<file path="src/rtl/result_tx_pkg.sv">
// Shared types and constants for the result nibble transmitter.
// Holds the FSM state enum and the nibble geometry of a frame.
package result_tx_pkg;

    localparam int NIB_W      = 4;
    localparam int RES_DATA_W = 16;
    localparam int RES_NUM    = 3;
    localparam int NUM_NIB    = RES_NUM * RES_DATA_W / NIB_W;

    typedef enum logic [2:0] {
        IDLE,
        LOAD,
        SHOW,
        GAP,
        FIN
    } tx_state_t;

endpackage

</file>
<file path="src/rtl/result_nibble_tx_sync_2ff.sv">
// Generic 1-bit two-flop synchroniser with asynchronous active-high reset.
// Ports: clk, reset, d (async input), q (synchronised output).
module sync_2ff (
    input  logic clk,
    input  logic reset,
    input  logic d,
    output logic q
);

    logic meta;

    always_ff @(posedge clk or posedge reset) begin
        if (reset) begin
            meta <= 1'b0;
            q    <= 1'b0;
        end else begin
            meta <= d;
            q    <= meta;
        end
    end

endmodule

</file>
<file path="src/rtl/result_nibble_tx.sv">
// Snapshots y1..y3 on a rising done and serialises the 12 nibbles
// (y1 first, LS nibble first) onto nib_out with a tick-paced strobe.
// Ports: clk, reset (async, high), tick, done, y1..y3, ack,
//        nib_out, strobe, busy, tx_done.
// Optional ack handshake: define RESULT_TX_ACK_HANDSHAKE_EN.
module result_nibble_tx
    import result_tx_pkg::*;
#(
    parameter int DATA_W       = RES_DATA_W,
    parameter int NUM_RES      = RES_NUM,
    parameter int STROBE_TICKS = 3
) (
    input  logic              clk,
    input  logic              reset,
    input  logic              tick,
    input  logic              done,
    input  logic [DATA_W-1:0] y1,
    input  logic [DATA_W-1:0] y2,
    input  logic [DATA_W-1:0] y3,
    input  logic              ack,
    output logic [NIB_W-1:0]  nib_out,
    output logic              strobe,
    output logic              busy,
    output logic              tx_done
);

    localparam int SH_W  = NUM_RES * DATA_W;
    localparam int NIBS  = SH_W / NIB_W;
    localparam int IDX_W = $clog2(NIBS);
    localparam int CNT_W = 4;

    localparam logic [IDX_W-1:0] LAST_IDX = IDX_W'(NIBS - 1);
    localparam logic [CNT_W-1:0] CNT_RLD  = CNT_W'(STROBE_TICKS - 1);

    tx_state_t        state;
    logic [SH_W-1:0]  shadow;
    logic [IDX_W-1:0] idx;
    logic [IDX_W-1:0] idx_nxt;
    logic [CNT_W-1:0] cnt;
    logic [NIB_W-1:0] nib_nxt;
    logic             done_q;
    logic             primed;
    logic             rise;
    logic             show_go;
    logic             gap_go;

`ifdef RESULT_TX_ACK_HANDSHAKE_EN
    logic ack_s;

    sync_2ff u_ack_sync (
        .clk   (clk),
        .reset (reset),
        .d     (ack),
        .q     (ack_s)
    );

    // Strobe drops only once the host has acked; the gap count
    // runs only while the host has released ack.
    assign show_go = ack_s;
    assign gap_go  = ~ack_s;
`else
    logic unused_ack;

    assign unused_ack = ack;
    assign show_go    = 1'b1;
    assign gap_go     = 1'b1;
`endif

    // primed masks the first clk after reset so that a done level
    // already present at release is not mistaken for a rise.
    assign rise    = done & ~done_q & primed;
    assign idx_nxt = idx + 1'b1;

    always_comb begin
        nib_nxt = shadow[idx_nxt*NIB_W +: NIB_W];
    end

    always_ff @(posedge clk or posedge reset) begin
        if (reset) begin
            state   <= IDLE;
            shadow  <= '0;
            idx     <= '0;
            cnt     <= '0;
            done_q  <= 1'b0;
            primed  <= 1'b0;
            nib_out <= '0;
            strobe  <= 1'b0;
            busy    <= 1'b0;
            tx_done <= 1'b0;
        end else begin
            done_q  <= done;
            primed  <= 1'b1;
            tx_done <= 1'b0;
            case (state)
                IDLE: begin
                    if (rise) begin
                        shadow <= {y3, y2, y1};
                        busy   <= 1'b1;
                        idx    <= '0;
                        state  <= LOAD;
                    end
                end
                LOAD: begin
                    if (tick) begin
                        nib_out <= shadow[NIB_W-1:0];
                        strobe  <= 1'b1;
                        cnt     <= CNT_RLD;
                        state   <= SHOW;
                    end
                end
                SHOW: begin
                    if (tick) begin
                        if (cnt != '0) begin
                            cnt <= cnt - 1'b1;
                        end else if (show_go) begin
                            strobe <= 1'b0;
                            cnt    <= CNT_RLD;
                            state  <= GAP;
                        end
                    end
                end
                GAP: begin
                    if (tick && gap_go) begin
                        if (cnt != '0) begin
                            cnt <= cnt - 1'b1;
                        end else if (idx == LAST_IDX) begin
                            state <= FIN;
                        end else begin
                            idx     <= idx_nxt;
                            nib_out <= nib_nxt;
                            strobe  <= 1'b1;
                            cnt     <= CNT_RLD;
                            state   <= SHOW;
                        end
                    end
                end
                FIN: begin
                    tx_done <= 1'b1;
                    busy    <= 1'b0;
                    state   <= IDLE;
                end
                default: state <= IDLE;
            endcase
        end
    end

endmodule

</file>
<file path="config.mk">
export PLATFORM = sky130hd
export DESIGN_NAME = result_nibble_tx
export DESIGN_NICKNAME = d
export VERILOG_FILES = /design/src/rtl/result_tx_pkg.sv /design/src/rtl/result_nibble_tx_sync_2ff.sv /design/src/rtl/result_nibble_tx.sv
export SDC_FILE = /design/constraint.sdc
export NUM_CORES = 1
export LEC_CHECK = 0
export ABC_AREA = 1
export CORE_UTILIZATION = 57
export DETAILED_ROUTE_END_ITERATION = 6
export GPL_ROUTABILITY_DRIVEN = 0
export PLACE_DENSITY = 0.85
export SYNTH_ARGS = -nofsm -noshare
export SYNTH_HDL_FRONTEND = slang
export SYNTH_SLANG_ARGS = --single-unit
</file>
<file path="constraint.sdc">
create_clock -name clk -period 4.15 [get_ports clk]
set_input_delay 1.245 -clock clk [delete_from_list [all_inputs] [get_ports clk]]
set_output_delay 1.245 -clock clk [all_outputs]
set_load 0.005 [all_outputs]
</file>
==> results.cfg, run 1 <==
[clock_tree]
cts.htree.levels = 3
numCtsBuffers = 9
clk_pin_slew_ps = 70
cts_resized = 0
post_cts_buffers = 0
cts_tree = yes
cts_sinks = 68
clk_latency_ps = 350
cts_root_buffer = clkbuf_8
clk_path_buf_depth = 2
hold_buffers = 0

[critical_path]
critPathKind = in -> reg
cp_top_family = simple AND/OR/NAND/NOR gates
arrival_ps = 3050
end_kind = register
crit_end = shadow[21]$_DFFE_PP0P_
r2r_end = nib_out[3]$_DFFE_PP0P_
cp.depth = 5
path_cells = clkdlybuf4s50_1 > nand2_1 > nor2_1 > nand2_4 > mux2_4
rr_startpoint = idx[1]$_DFFE_PP0P_
r2r_slack_ps = 2100
cp-start-kind = input pin
worstPathMaxFanout = 94
crit_buf_inv = 1
crit_required_ps = 4380
crit_slowest_cell = nand2_4
rr_worst_depth = 8
crit_start = done
crit_path_max_incr_delay_ps = 510

[yosys]
synth_compound_area_frac = 0.0995
ys_types = 32
syn_inst = 412
synth.area.mux_share = 0.0265
synth_ff_type = dfrtp_1
yosysTopAreaCell = dfrtp_1
synthAdderAreaFrac = 0.0111
synth_common_cells = nand2_1, dfrtp_1, nor2_1, inv_1, a21oi_1
ys_seq_area_frac = 0.501
synth_edf_count = 0
synth_top_area_share = 0.501
synthSimpleGateAreaFrac = 0.247
synth_top_family_by_area = simple AND/OR/NAND/NOR gates
synthTopCellsByArea = dfrtp_1, nand2_1, a21oi_1
synth-seq-cells = 68
postSynthAreaPerCell_um2 = 8.24
syn_nets = 468
synth.most_common_cell = nand2_1
syn_area_um2 = 3390
synth_warnings = 0
synth_xor_area_frac = 0.0103
synthArstFlopShare = 1.00

[global_route]
grt_pass1_wl_um = 12000
first_global_vias = 2657
grt_max_degree = 95
track_usage = 0.251
antenna_found_initial = 0
grt_overflow = 0

[sta]
drv_slew = 0
rsz0062_at_grt = no
tns_ps = 0
final.setup_skew_ps = 4.52
fin_crit_sh = 0.679
tightest_slew_ps = 956
min_period_ps = 2820
finalSetupViolCount = 0
timing.final.hold_violations = 0
fmax_mhz = 355
max_slew_margin = 0.362
whs_ps = 490

[power]
vdd_ir_drop_max_v = 0.000386
power.density_nw_per_um2 = 644
cellLeakagePower_nw = 2.07

[min_path]
hold_depth = 2
worstHoldPathType = reg -> reg

[die]
initial_core_util = 0.605
coreArea_um2 = 5610
dieArea_um2 = 6270
ios = 60
die_h_um = 79.2
rows = 27
die_w_um = 79.2

[route]
via_per_inst = 5.30
postRouteAntennaNets = 0
drt_iter0_markers = 178
drtPass1Iterations = 4
drt_wl_total_um = 7380
drc = 0
num_vias = 2879
wl_per_cell_um = 13.6

[layout]
fin_nets = 522
areaGrowthSynthToFinish_pct = 21.8
fillers = 434
antenna_cells = 0
drive_above_1_share = 0.0743

[job]
maxCapViolations = 0

[outcome]
outcome = complete, no violations

[placed_design]
hpwlAfterDp_um = 5050
port_buffers = 58
-- layout by cell type (no fill, tap or decap) --
cell / netlist / layout
nand2_1: 85 / 85
dfrtp_1: 68 / 68
nor2_1: 59 / 59
clkdlybuf4s50_1: 0 / 58
inv_1: 53 / 52
a21oi_1: 45 / 45
nand3_1: 37 / 37
clkbuf_8: 0 / 12
o21ai_0: 9 / 9
mux2_4: 6 / 6
inv_2: 3 / 4
o211ai_1: 4 / 4
ha_1: 3 / 3
clkbuf_1: 1 / 3
nor2_2: 2 / 2
nand2_4: 2 / 2
a21oi_2: 2 / 2
xor2_1: 2 / 2
nand4_1: 2 / 2
o22ai_1: 2 / 2
xnor2_1: 2 / 2
nor3_1: 2 / 2
nor2_4: 1 / 1
nand3_2: 1 / 1
nand4_4: 1 / 1
o21a_1: 1 / 1
nand2_2: 1 / 1
nand3b_1: 1 / 1
clkinv_2: 0 / 1
buf_4: 1 / 1
buf_12: 0 / 1
conb_1: 1 / 1
-- registers in the layout (all words and copies together), names as in the netlist --
signal	flops
nib_out	4
cnt	4
busy	1
tx_done	1
primed	1
idx	4
shadow	48
done_q	1
state	3
strobe	1
-- worst min-delay path by stage --
stage                      startpoint                     end  slack (ps)
2_1_floorplan      strobe$_DFFE_PP0P_      strobe$_DFFE_PP0P_         470
3_3_place_gp       strobe$_DFFE_PP0P_      strobe$_DFFE_PP0P_         460
3_5_place_dp   nib_out[1]$_DFFE_PP0P_  nib_out[1]$_DFFE_PP0P_         470
4_1_cts        nib_out[1]$_DFFE_PP0P_  nib_out[1]$_DFFE_PP0P_         490
5_1_grt        nib_out[1]$_DFFE_PP0P_  nib_out[1]$_DFFE_PP0P_         500
6_report           strobe$_DFFE_PP0P_      strobe$_DFFE_PP0P_         490
-- worst register-to-register path, delay by kind of cell (launching register included) --
family | cells | cell delay (ps)
AO/OA/AOI/OAI | 1 | 180
flip-flops | 1 | 410
buffers and inverters | 1 | 320
adder cells (fa/ha/maj) | 1 | 570
AND/OR/NAND/NOR | 5 | 470
-- metal layers --
| metal | global-route usage | wire length [µm] |
|---|---|---|
| met3 | 0.0437 | 406 |
| met1 | 0.323 | 3250 |
| met2 | 0.416 | 3620 |
| met4 | 0.111 | 98 |
| met5 | 0 | 0 |
-- power by group --
| part | internal, mW | total, mW | leakage (nW) | switching, mW |
|---|---|---|---|---|
| Combinational | 0.438 | 1.07 | 1.21 | 0.637 |
| Clock | 0.266 | 0.506 | 0.0937 | 0.240 |
| Sequential | 0.949 | 1.08 | 0.774 | 0.134 |
-- layout make-up --
type	instances	area, µm²	area share
clock inverters	1	5.00	0.00121
flip-flops and latches	68	1700	0.411
repair buffers	60	608	0.147
inverters	56	210	0.0508
clock buffers	15	176	0.0427
multi-input cells	271	1340	0.325
well taps	72	90.1	0.0218
-- kinds of logic (layout without fill, tap and decap cells) --
| logic type | Yosys count | count (layout) |
|---|---|---|
| AOI/OAI and AO/OA | 63 | 63 |
| xor gates and xnor gates | 4 | 4 |
| adders and majority gates | 3 | 3 |
| buffers and inverters | 73 | 132 |
| DFF | 68 | 68 |
| muxes | 6 | 6 |
| other | 1 | 1 |
| and+or+nand+nor | 194 | 194 |
-- metrics by stage --
stage                     instances  utilization  cell area, µm²  power (mW)  setup slack (ps)
after floorplan                 412            -            3390        1.86              1190
after global placement          527        0.705            3950        2.09              1060
after detailed placement        527        0.705            3950        2.15              1010
after CTS                       543        0.737            4140        2.66              1350
after global routing            543        0.737            4140        2.85              1200
final                           543        0.737            4140        2.66              1330
No activity file was read; power rests on OpenSTA's default activity.
==> run 2, diff against run 1 <==
Settings changed: CORE_UTILIZATION 57 to 48, PLACE_DENSITY 0.85 to 0.77.
Clock period 4.15 ns to 2.3 ns, I/O delays scaled along.
==> run 2 against run 1 <==
Net effect: core utilization decreased by 11 points; die area increased by 18%; global-route usage decreased by 3.9 points; final cell count increased by 5.7%; clock power increased by 95%; clock-buffer cell count decreased by 5; clock skew increased by 4.0 ps; critical path type is now reg -> reg; critical endpoint is now nib_out[1]$_DFFE_PP0P_.
==> results.cfg, run 2 (synthesized netlist as in run 1, its figures left out) <==
[outcome]
outcome = complete, no violations

[sta]
final.setup_skew_ps = 8.52
whs_ps = 483
rsz0062_at_grt = no
fin_crit_sh = 0.901
fmax_mhz = 482
timing.final.hold_violations = 0
finalSetupViolCount = 0
tns_ps = 0
min_period_ps = 2070
drv_slew = 0

[die]
dieArea_um2 = 7410
rows = 30
coreArea_um2 = 6790
ios = 60
die_w_um = 86.1
die_h_um = 86.1
initial_core_util = 0.500

[critical_path]
cp_top_family = adder cells
cp-start-kind = register
path_common_cell = nand2_1
r2r_slack_ps = 230
path_cells = ha_1 > inv_1 > nand3_1 > nand2_1 > a21oi_1 > nand2_1 > nand2_1 > nand2_1
r2r_end = nib_out[1]$_DFFE_PP0P_
crit_slowest_cell = ha_1
crit_buf_inv = 1
crit_required_ps = 2530
end_kind = register
rr_startpoint = idx[1]$_DFFE_PP0P_
rr_worst_depth = 8
crit_path_max_incr_delay_ps = 570
cp.depth = 8
critPathKind = reg -> reg
arrival_ps = 2300
worstPathMaxFanout = 13

[placed_design]
hpwlAfterDp_um = 5150
port_buffers = 58
dpl_cell_area_um2 = 4050

[layout]
antenna_cells = 0
regMostFlops = shadow
register_area_um2 = 1700
final_common_cell = nand2_1
postLayoutCellArea_um2 = 4250
areaGrowthSynthToFinish_pct = 25.3
multi_input_area_um2 = 1340
fin_nets = 529
postLayoutCoreUtil = 0.626
drive_above_1_share = 0.0941
largest_reg_flops = 48
fillers = 584
layout_common_cells = nand2_1, dfrtp_1, nor2_1

[global_route]
first_global_vias = 2657
met1_usage = 0.298
track_usage = 0.213
grtUsageMet3 = 0.0404
met2_usage = 0.323
grt_pass1_wl_um = 12300
busiest_layer = met2
antenna_found_initial = 0
grt_max_degree = 69
grt_overflow = 0

[clock_tree]
clk_pin_slew_ps = 70
numCtsBuffers = 9
cts_sinks = 68
cts_resized = 0
clk_path_buf_depth = 2
cts_root_buffer = clkbuf_8
clk_latency_ps = 340
cts_tree = yes
cts.htree.levels = 3
hold_buffers = 0
post_cts_buffers = 0

[route]
num_vias = 2808
drt_wl_total_um = 7190
postRouteAntennaNets = 0
drc = 0
via_per_inst = 4.89
drtPass1Iterations = 4
drt_iter0_markers = 160
wl_per_cell_um = 12.5

[power]
power.density_nw_per_um2 = 1150
cellLeakagePower_nw = 2.11
vdd_ir_drop_max_v = 0.000461

[min_path]
hold_depth = 2
holdPathEnd = strobe$_DFFE_PP0P_
hold_path_startpoint = strobe$_DFFE_PP0P_
worstHoldPathType = reg -> reg

[job]
maxCapViolations = 0
run 2: cell count changes in the layout (fill, tap and decap cells not counted), moves of 2 or more:
cell / previous run / this run
buf_4: 1 / 7
clkbuf_1: 3 / 0
clkinvlp_4: 0 / 3
clkbuf_8: 12 / 10
run 2: layer usage:
| metal | routed length (µm) | vias up |
|---|---|---|
| met5 | 0 | - |
| met4 | 152 | 0 |
| met3 | 274 | 16 |
| met2 | 3390 | 72 |
| met1 | 3370 | 1299 |
| li1 | - | 1421 |
run 2: area by class of cell:
class | count | share of cell area
clock buffer | 10 | 0.0324
clock inverter | 6 | 0.0150
inverter | 56 | 0.0503
multi-input combinational | 271 | 0.316
sequential | 68 | 0.400
tap | 96 | 0.0282
timing repair buffer | 67 | 0.158
run 2: how the worst max path moves through the flow:
stage | start | slack, ps | endpoint
after floorplan | done | 770 | shadow[0]$_DFFE_PP0P_
after global placement | done | 110 | shadow[23]$_DFFE_PP0P_
after detailed placement | done | 90 | shadow[20]$_DFFE_PP0P_
after CTS | idx[1]$_DFFE_PP0P_ | 240 | nib_out[3]$_DFFE_PP0P_
after global routing | idx[1]$_DFFE_PP0P_ | 40 | nib_out[0]$_DFFE_PP0P_
final | idx[1]$_DFFE_PP0P_ | 230 | nib_out[1]$_DFFE_PP0P_
run 2: tightest hold or removal path, cell delays in order, from the launching register on:
cell and delay [ps]:
dfrtp_1 350, nand2_1 60, nand2_1 50
run 2: report_power, final:
part | switching, mW | total [mW] | leakage (nW) | internal (mW)
clock | 0.458 | 0.986 | 0.0983 | 0.528
combinational | 1.13 | 1.94 | 1.24 | 0.807
sequential | 0.241 | 1.95 | 0.774 | 1.71
run 2: per-stage QoR:
step,cells,setup WS [ps],power [mW]
2_1_floorplan,412,771,3.35
3_3_place_gp,558,113,3.80
3_5_place_dp,558,89.7,3.90
4_1_cts,574,244,4.90
5_1_grt,574,40.4,5.29
6_report,574,227,4.88
